$ cat config.mk
export PLATFORM = sky130hd
export DESIGN_NAME = mult_div_unit
export DESIGN_NICKNAME = d
export VERILOG_FILES = /design/src/rtl/mdu_pkg.sv /design/src/rtl/mdu_div_step.sv /design/src/rtl/mult_div_unit.sv
export SDC_FILE = /design/constraint.sdc
export NUM_CORES = 1
export LEC_CHECK = 0
export ABC_AREA = 1
export CAP_MARGIN = 20
export CORE_ASPECT_RATIO = 0.75
export CORE_MARGIN = 5
export CORE_UTILIZATION = 54
export CTS_BUF_LIST = sky130_fd_sc_hd__clkbuf_2
export DETAILED_ROUTE_END_ITERATION = 6
export PLACE_DENSITY = 0.8
export SYNTH_ARGS = -nofsm -noshare
export SYNTH_HDL_FRONTEND = slang
export SYNTH_SLANG_ARGS = --single-unit
$ cat constraint.sdc
create_clock -name clk -period 2.1 [get_ports clk]
set_input_delay 0.42 -clock clk [delete_from_list [all_inputs] [get_ports clk]]
set_output_delay 0.42 -clock clk [all_outputs]
set_load 0.05 [all_outputs]
$ cat src/rtl/mdu_pkg.sv
// Shared types, iteration count and negation helpers for the multiply/divide unit.
package mdu_pkg;

  localparam int unsigned MDU_ITER = 32;
  localparam int unsigned CNT_W    = $clog2(MDU_ITER);

  typedef enum logic [1:0] {
    OP_MULT  = 2'b00,
    OP_MULTU = 2'b01,
    OP_DIV   = 2'b10,
    OP_DIVU  = 2'b11
  } mdu_op_t;

  typedef enum logic [1:0] {
    ST_IDLE,
    ST_MUL,
    ST_DIV,
    ST_FINISH
  } mdu_state_t;

  function automatic logic [31:0] neg32(input logic [31:0] v);
    return ~v + 32'd1;
  endfunction

  function automatic logic [63:0] neg64(input logic [63:0] v);
    return ~v + 64'd1;
  endfunction

endpackage

$ cat src/rtl/mdu_div_step.sv
// One combinational restoring-division step: shift in a dividend bit, trial-subtract the divisor.
module mdu_div_step (
  input  logic [32:0] rem_in,
  input  logic [31:0] divisor,
  input  logic        dividend_bit,
  output logic [32:0] rem_out,
  output logic        q_bit
);

  logic [33:0] diff;

  // {rem_in, bit} never exceeds 2^33, so bit 33 of the difference is the borrow.
  always_comb begin
    diff    = {rem_in, dividend_bit} - {2'b00, divisor};
    q_bit   = ~diff[33];
    rem_out = q_bit ? diff[32:0] : {rem_in[31:0], dividend_bit};
  end

endmodule

$ cat src/rtl/mult_div_unit.sv
// Multicycle MULT/MULTU/DIV/DIVU unit owning the HI/LO registers.
// Define MDU_DIV_EN to compile in the divider; otherwise DIV/DIVU report divide-by-zero.
module mult_div_unit
  import mdu_pkg::*;
(
  input  logic        clk,
  input  logic        reset,
  input  logic        start,
  input  logic [1:0]  op,
  input  logic [31:0] a_in,
  input  logic [31:0] b_in,
  output logic [31:0] hi,
  output logic [31:0] lo,
  output logic        busy,
  output logic        done,
  output logic        div_zero
);

  mdu_state_t       state, state_next;
  logic [CNT_W-1:0] cnt;
  logic [31:0]      mcand;
  logic [63:0]      prod;
  logic             neg_res, dz;
  logic [31:0]      hi_r, lo_r;
  logic             busy_r, done_r, div_zero_r;

  mdu_op_t     op_e;
  logic        sgn, last_iter;
  logic [31:0] a_abs, b_abs;
  logic [32:0] mul_sum;
  logic [63:0] prod_next, prod_fix;
  logic [31:0] fin_hi, fin_lo;

`ifdef MDU_DIV_EN
  logic [31:0] dvsr;
  logic [32:0] rem;
  logic [31:0] quo;
  logic        neg_rem, is_div;
  logic [32:0] step_rem;
  logic        step_q;

  mdu_div_step u_div_step (
    .rem_in       (rem),
    .divisor      (dvsr),
    .dividend_bit (quo[31]),
    .rem_out      (step_rem),
    .q_bit        (step_q)
  );
`endif

  always_comb begin
    op_e      = mdu_op_t'(op);
    sgn       = (op_e == OP_MULT) || (op_e == OP_DIV);
    a_abs     = (sgn && a_in[31]) ? neg32(a_in) : a_in;
    b_abs     = (sgn && b_in[31]) ? neg32(b_in) : b_in;
    last_iter = (cnt == CNT_W'(MDU_ITER - 1));
    // Multiplier sits in the low half and shifts out as the product shifts in.
    mul_sum   = {1'b0, prod[63:32]} + (prod[0] ? {1'b0, mcand} : 33'd0);
    prod_next = {mul_sum, prod[31:1]};
    prod_fix  = neg_res ? neg64(prod) : prod;
    fin_hi    = prod_fix[63:32];
    fin_lo    = prod_fix[31:0];
`ifdef MDU_DIV_EN
    if (is_div) begin
      fin_hi = neg_rem ? neg32(rem[31:0]) : rem[31:0];
      fin_lo = neg_res ? neg32(quo) : quo;
    end
`endif
  end

  always_comb begin
    state_next = state;
    case (state)
      ST_IDLE: begin
        if (start) begin
          if (op[1]) begin
`ifdef MDU_DIV_EN
            state_next = (b_in == '0) ? ST_FINISH : ST_DIV;
`else
            state_next = ST_FINISH;
`endif
          end else begin
            state_next = ST_MUL;
          end
        end
      end
      ST_MUL:    if (last_iter) state_next = ST_FINISH;
`ifdef MDU_DIV_EN
      ST_DIV:    if (last_iter) state_next = ST_FINISH;
`endif
      ST_FINISH: state_next = ST_IDLE;
      default:   state_next = ST_IDLE;
    endcase
  end

  always_ff @(posedge clk) begin
    if (reset) begin
      state      <= ST_IDLE;
      cnt        <= '0;
      mcand      <= '0;
      prod       <= '0;
      neg_res    <= 1'b0;
      dz         <= 1'b0;
      hi_r       <= '0;
      lo_r       <= '0;
      busy_r     <= 1'b0;
      done_r     <= 1'b0;
      div_zero_r <= 1'b0;
`ifdef MDU_DIV_EN
      dvsr       <= '0;
      rem        <= '0;
      quo        <= '0;
      neg_rem    <= 1'b0;
      is_div     <= 1'b0;
`endif
    end else begin
      state      <= state_next;
      busy_r     <= (state_next != ST_IDLE);
      done_r     <= 1'b0;
      div_zero_r <= 1'b0;
      case (state)
        ST_IDLE: begin
          if (start) begin
            cnt     <= '0;
            mcand   <= b_abs;
            prod    <= {32'd0, a_abs};
            neg_res <= sgn & (a_in[31] ^ b_in[31]);
`ifdef MDU_DIV_EN
            dz      <= op[1] & (b_in == '0);
            is_div  <= op[1];
            dvsr    <= b_abs;
            rem     <= '0;
            quo     <= a_abs;
            neg_rem <= sgn & a_in[31];
`else
            dz      <= op[1];
`endif
          end
        end
        ST_MUL: begin
          prod <= prod_next;
          cnt  <= cnt + CNT_W'(1);
        end
`ifdef MDU_DIV_EN
        ST_DIV: begin
          rem <= step_rem;
          quo <= {quo[30:0], step_q};
          cnt <= cnt + CNT_W'(1);
        end
`endif
        ST_FINISH: begin
          done_r     <= 1'b1;
          div_zero_r <= dz;
          if (!dz) begin
            hi_r <= fin_hi;
            lo_r <= fin_lo;
          end
        end
        default: ;
      endcase
    end
  end

  assign hi       = hi_r;
  assign lo       = lo_r;
  assign busy     = busy_r;
  assign done     = done_r;
  assign div_zero = div_zero_r;

endmodule

==> results.md <==
- Htree depth: 4
- Worst r2r dst: prod[41]
- Core footprint: 0.0239 mm^2
- Synth unique cells: 51
- Hpwl dp: 37800 um
- Synth top area share: 0.264
- Tmin final: 2.29 ns
- Maximum vdd drop: 0.303 mV
- Via count: 16.4k
- Most common cell after layout, fill and taps aside: nand2_1
- Area growth syn-to-layout: 34.0%
- Hold/Removal Path Class: in2reg
- Fin. Hold Viols: 0
- Vias in the first global route: 14.3k
- Setup violations, final: 25
- Pwr per Cell Area: 467 mW/mm^2
- CP Launch Type: register
- Port bufs: 135
- Clk_lat worst skew: 0.88 ns
- # hold bufs at CTS: 0
- Register-to-Register Setup Slack: -0.19 ns
- Wire per inst: 18.8 um
- Sw Share: 0.415
- Crit path DAT: 3.07 ns
- Leak pwr: 8.82 nW
- Final ANT Viol Nets: 0
- RePlAce Congestion: 0.982
- Commonest non-fill, non-tap cells in the layout: nand2_1 (528), inv_1 (285), nor2_1 (247)
- Die height: 145 um
- First-pass detailed-route iteration total: 7
- Hold Slack: 0.0831 ns
- Std-Cell Rows: 49
- GRT overflow: 0
- Total wire length: 53100 um
- Synthesized area: 0.0131 mm^2
- Ranking of synthesized cells by area: dfxtp_1 (26%), nand2_1 (19%), inv_1 (9.5%)
- Status: finished, violations left
- Synth warnings: 0
- Post-Syn Instances: 2242
- Critical hold path startpoint: reset
- Worst Hold Path Cells: 3
- Initial core utilization: 0.546
- Final period util: 1.09
- Combinational power share: 0.330
- CP max-delay cell: dfxtp_4
- Clock root buffer: clkbuf_2
- DRC: 11
- Failing checks: design-rule violations, negative setup slack
- Nature of the critical path endpoint: register
- Largest net degree at the start of global routing: 68
- Max clock buf depth: 2
- Synth Net Count: 2349
- Crit Path Max Fanout: 7
- Flops & latches, synth: 172
- Reg-to-reg critical path startpoint: prod[0]
- Number of DRC markers in iteration 0: 2328
- Crit-path most repeated cell: nand2_1
- Final slew viol count: 0
- Clock group share of total power: 0.225
- Layout cell share with drive strength beyond 1: 0.259
- DIE WIDTH: 190 um
- Final std cell area, no fill: 0.0175 mm^2
- WS Path Type: reg2reg
- Reg power frac: 0.445
- Max-cap violations: 0
- Slew headroom: 0.453
- Clk sink count: 172
- CP delay by family, top: simple AND/OR/NAND/NOR gates
- Clock Skews: 0.0688 ns
- Setup ws final: -0.191 ns
- Vias/cell: 5.81
- Dpl cell area: 0.0158 mm^2
- Cell taking the most area after synthesis: dfxtp_1
- Die area: 0.0274 mm^2
- Clock slew at reported path FFs: 0.31 ns
- Cell-internal power: 4.78 mW
- First-pass GRT wire length: 75700 um
- Initial antenna violation count: 1
- Fin nets: 2608
- Crit path buffers/inverters: 3
- CTS tree: done
- RSZ-0062 raised after global routing: yes
- Fmax: 436 MHz
- Hold Path End: prod[25]
- CP cell instances: clkbuf_16 > nand2_1 > inv_2 > ha_4 > nand2_1 > nand2_2 > inv_2 > nand2_1 > nand2_2 > nand3_4 > a21oi_1 > o21ai_0 > a21oi_1
- Switching power: 3.39 mW
- Worst-Margin Slew: 0.820 ns
- GRT Util Overall: 0.348
- Seq/Total Area, Yosys: 0.264
- IO Count: 136
- Reg2Reg Depth: 13
- Worst endpoint required time: 2.88 ns
- Syn avg cell area: 5.82 um^2
- Largest stage delay, worst path: 0.51 ns
- TritonCTS buffer count: 17
-- registers in the layout (all words and copies together) (netlist names) --
| name | flops |
|---|---|
| hi | 32 |
| mcand | 32 |
| prod | 64 |
| busy | 1 |
| div_zero | 1 |
| state | 2 |
| lo | 32 |
| cnt | 5 |
| done | 1 |
| neg_res | 1 |
| dz | 1 |
-- worst reg2reg max path: stages, from the launching register on --
cell and delay [ns]:
dfxtp_4 0.51, clkbuf_16 0.19, nand2_1 0.07, inv_2 0.07, ha_4 0.22, nand2_1 0.09, nand2_2 0.08, inv_2 0.09
nand2_1 0.10, nand2_2 0.10, nand3_4 0.14, a21oi_1 0.19, o21ai_0 0.18, a21oi_1 0.20
-- synth_stat cells (all sizes together) --
cell type	n
a211oi	1
a21o	3
a21oi	151
a22oi	20
a31oi	14
and2	2
buf	37
clkbuf	37
clkinv	1
dfxtp	172
fa	1
ha	37
inv	341
nand2	657
nand3	210
nand3b	7
nand4	34
nor2	313
nor2b	1
nor3	20
nor4	2
o211ai	7
o21a	1
o21ai	109
o21bai	4
o221ai	11
o22ai	1
o31ai	3
or2	8
xnor2	6
xor2	31
-- per-layer routing --
layer | share of wire | routed length [um] | vias up | track usage
met1 | 0.43 | 22900 | 7423 | 0.513
li1 | - | - | 7649 | -
met5 | 0 | 0 | - | 0
met3 | 0.12 | 6560 | 225 | 0.0864
met2 | 0.40 | 21400 | 1101 | 0.503
met4 | 0.042 | 2230 | 0 | 0.0951
-- what timing repair did --
item	in CTS	in global routing
resized for setup	297	391
setup endpoints to repair	92	88
buffers inserted	3	11
pin swaps	11	94
cloned	1	3
-- kinds of logic (layout without fill, tap and decap cells) --
| logic type | after synthesis | in the layout | share of synthesized area |
|---|---|---|---|
| XOR/XNOR | 37 | 37 | 0.0248 |
| AO/OA/AOI/OAI | 325 | 325 | 0.140 |
| AND/OR/NAND/NOR | 1254 | 1255 | 0.410 |
| flip-flops | 172 | 172 | 0.264 |
| buffers and inverters | 416 | 687 | 0.124 |
| adder cells (fa/ha/maj) | 38 | 38 | 0.0370 |
| other | 0 | 1 | 0 |
-- area by class of cell --
| cell class | instances | area, um^2 |
|---|---|---|
| Multi-Input combinational cell | 1655 | 9420 |
| Fill cell | 1933 | 6420 |
| Sequential cell | 172 | 3450 |
| Timing Repair Buffer | 313 | 2700 |
| Inverter | 342 | 1290 |
| Tap cell | 306 | 383 |
| Clock inverter | 15 | 154 |
| Clock buffer | 17 | 85.1 |
| Antenna cell | 1 | 2.50 |
-- power groups by stage --
stage                     sequential (mW)  clock, mW  combinational (mW)
final                                3.64       1.84                2.69
after global routing                 3.65       1.98                2.90
after CTS                            3.61       1.83                2.47
after detailed placement             3.66          0                2.42
after global placement               3.66          0                2.39
after floorplan                      3.69          0                1.44
-- worst max path at each step --
stage | endpoint | cells after the start | slack [ns] | start
floorplan | prod[47] | 17 | 0.009 | prod[0]
global placement | prod[31] | 8 | -0.21 | a_in[3]
detailed placement | prod[31] | 9 | -0.21 | a_in[0]
CTS | prod[61] | 13 | -0.05 | prod[0]
global route | prod[60] | 16 | -0.24 | prod[0]
finish | prod[41] | 13 | -0.19 | prod[0]
-- per-stage QoR --
step	instances	total power [mW]	setup slack (ns)	utilization	setup TNS, ns
6_report	2821	8.17	-0.191	0.731	-1.72
5_1_grt	2821	8.53	-0.243	0.731	-4.71
4_1_cts	2806	7.91	-0.0489	0.689	-0.155
3_5_place_dp	2770	6.08	-0.207	0.661	-4.27
3_3_place_gp	2770	6.05	-0.209	0.661	-2.08
2_1_floorplan	2242	5.13	0.00870	-	0
(Power assumes the default switching activity.)
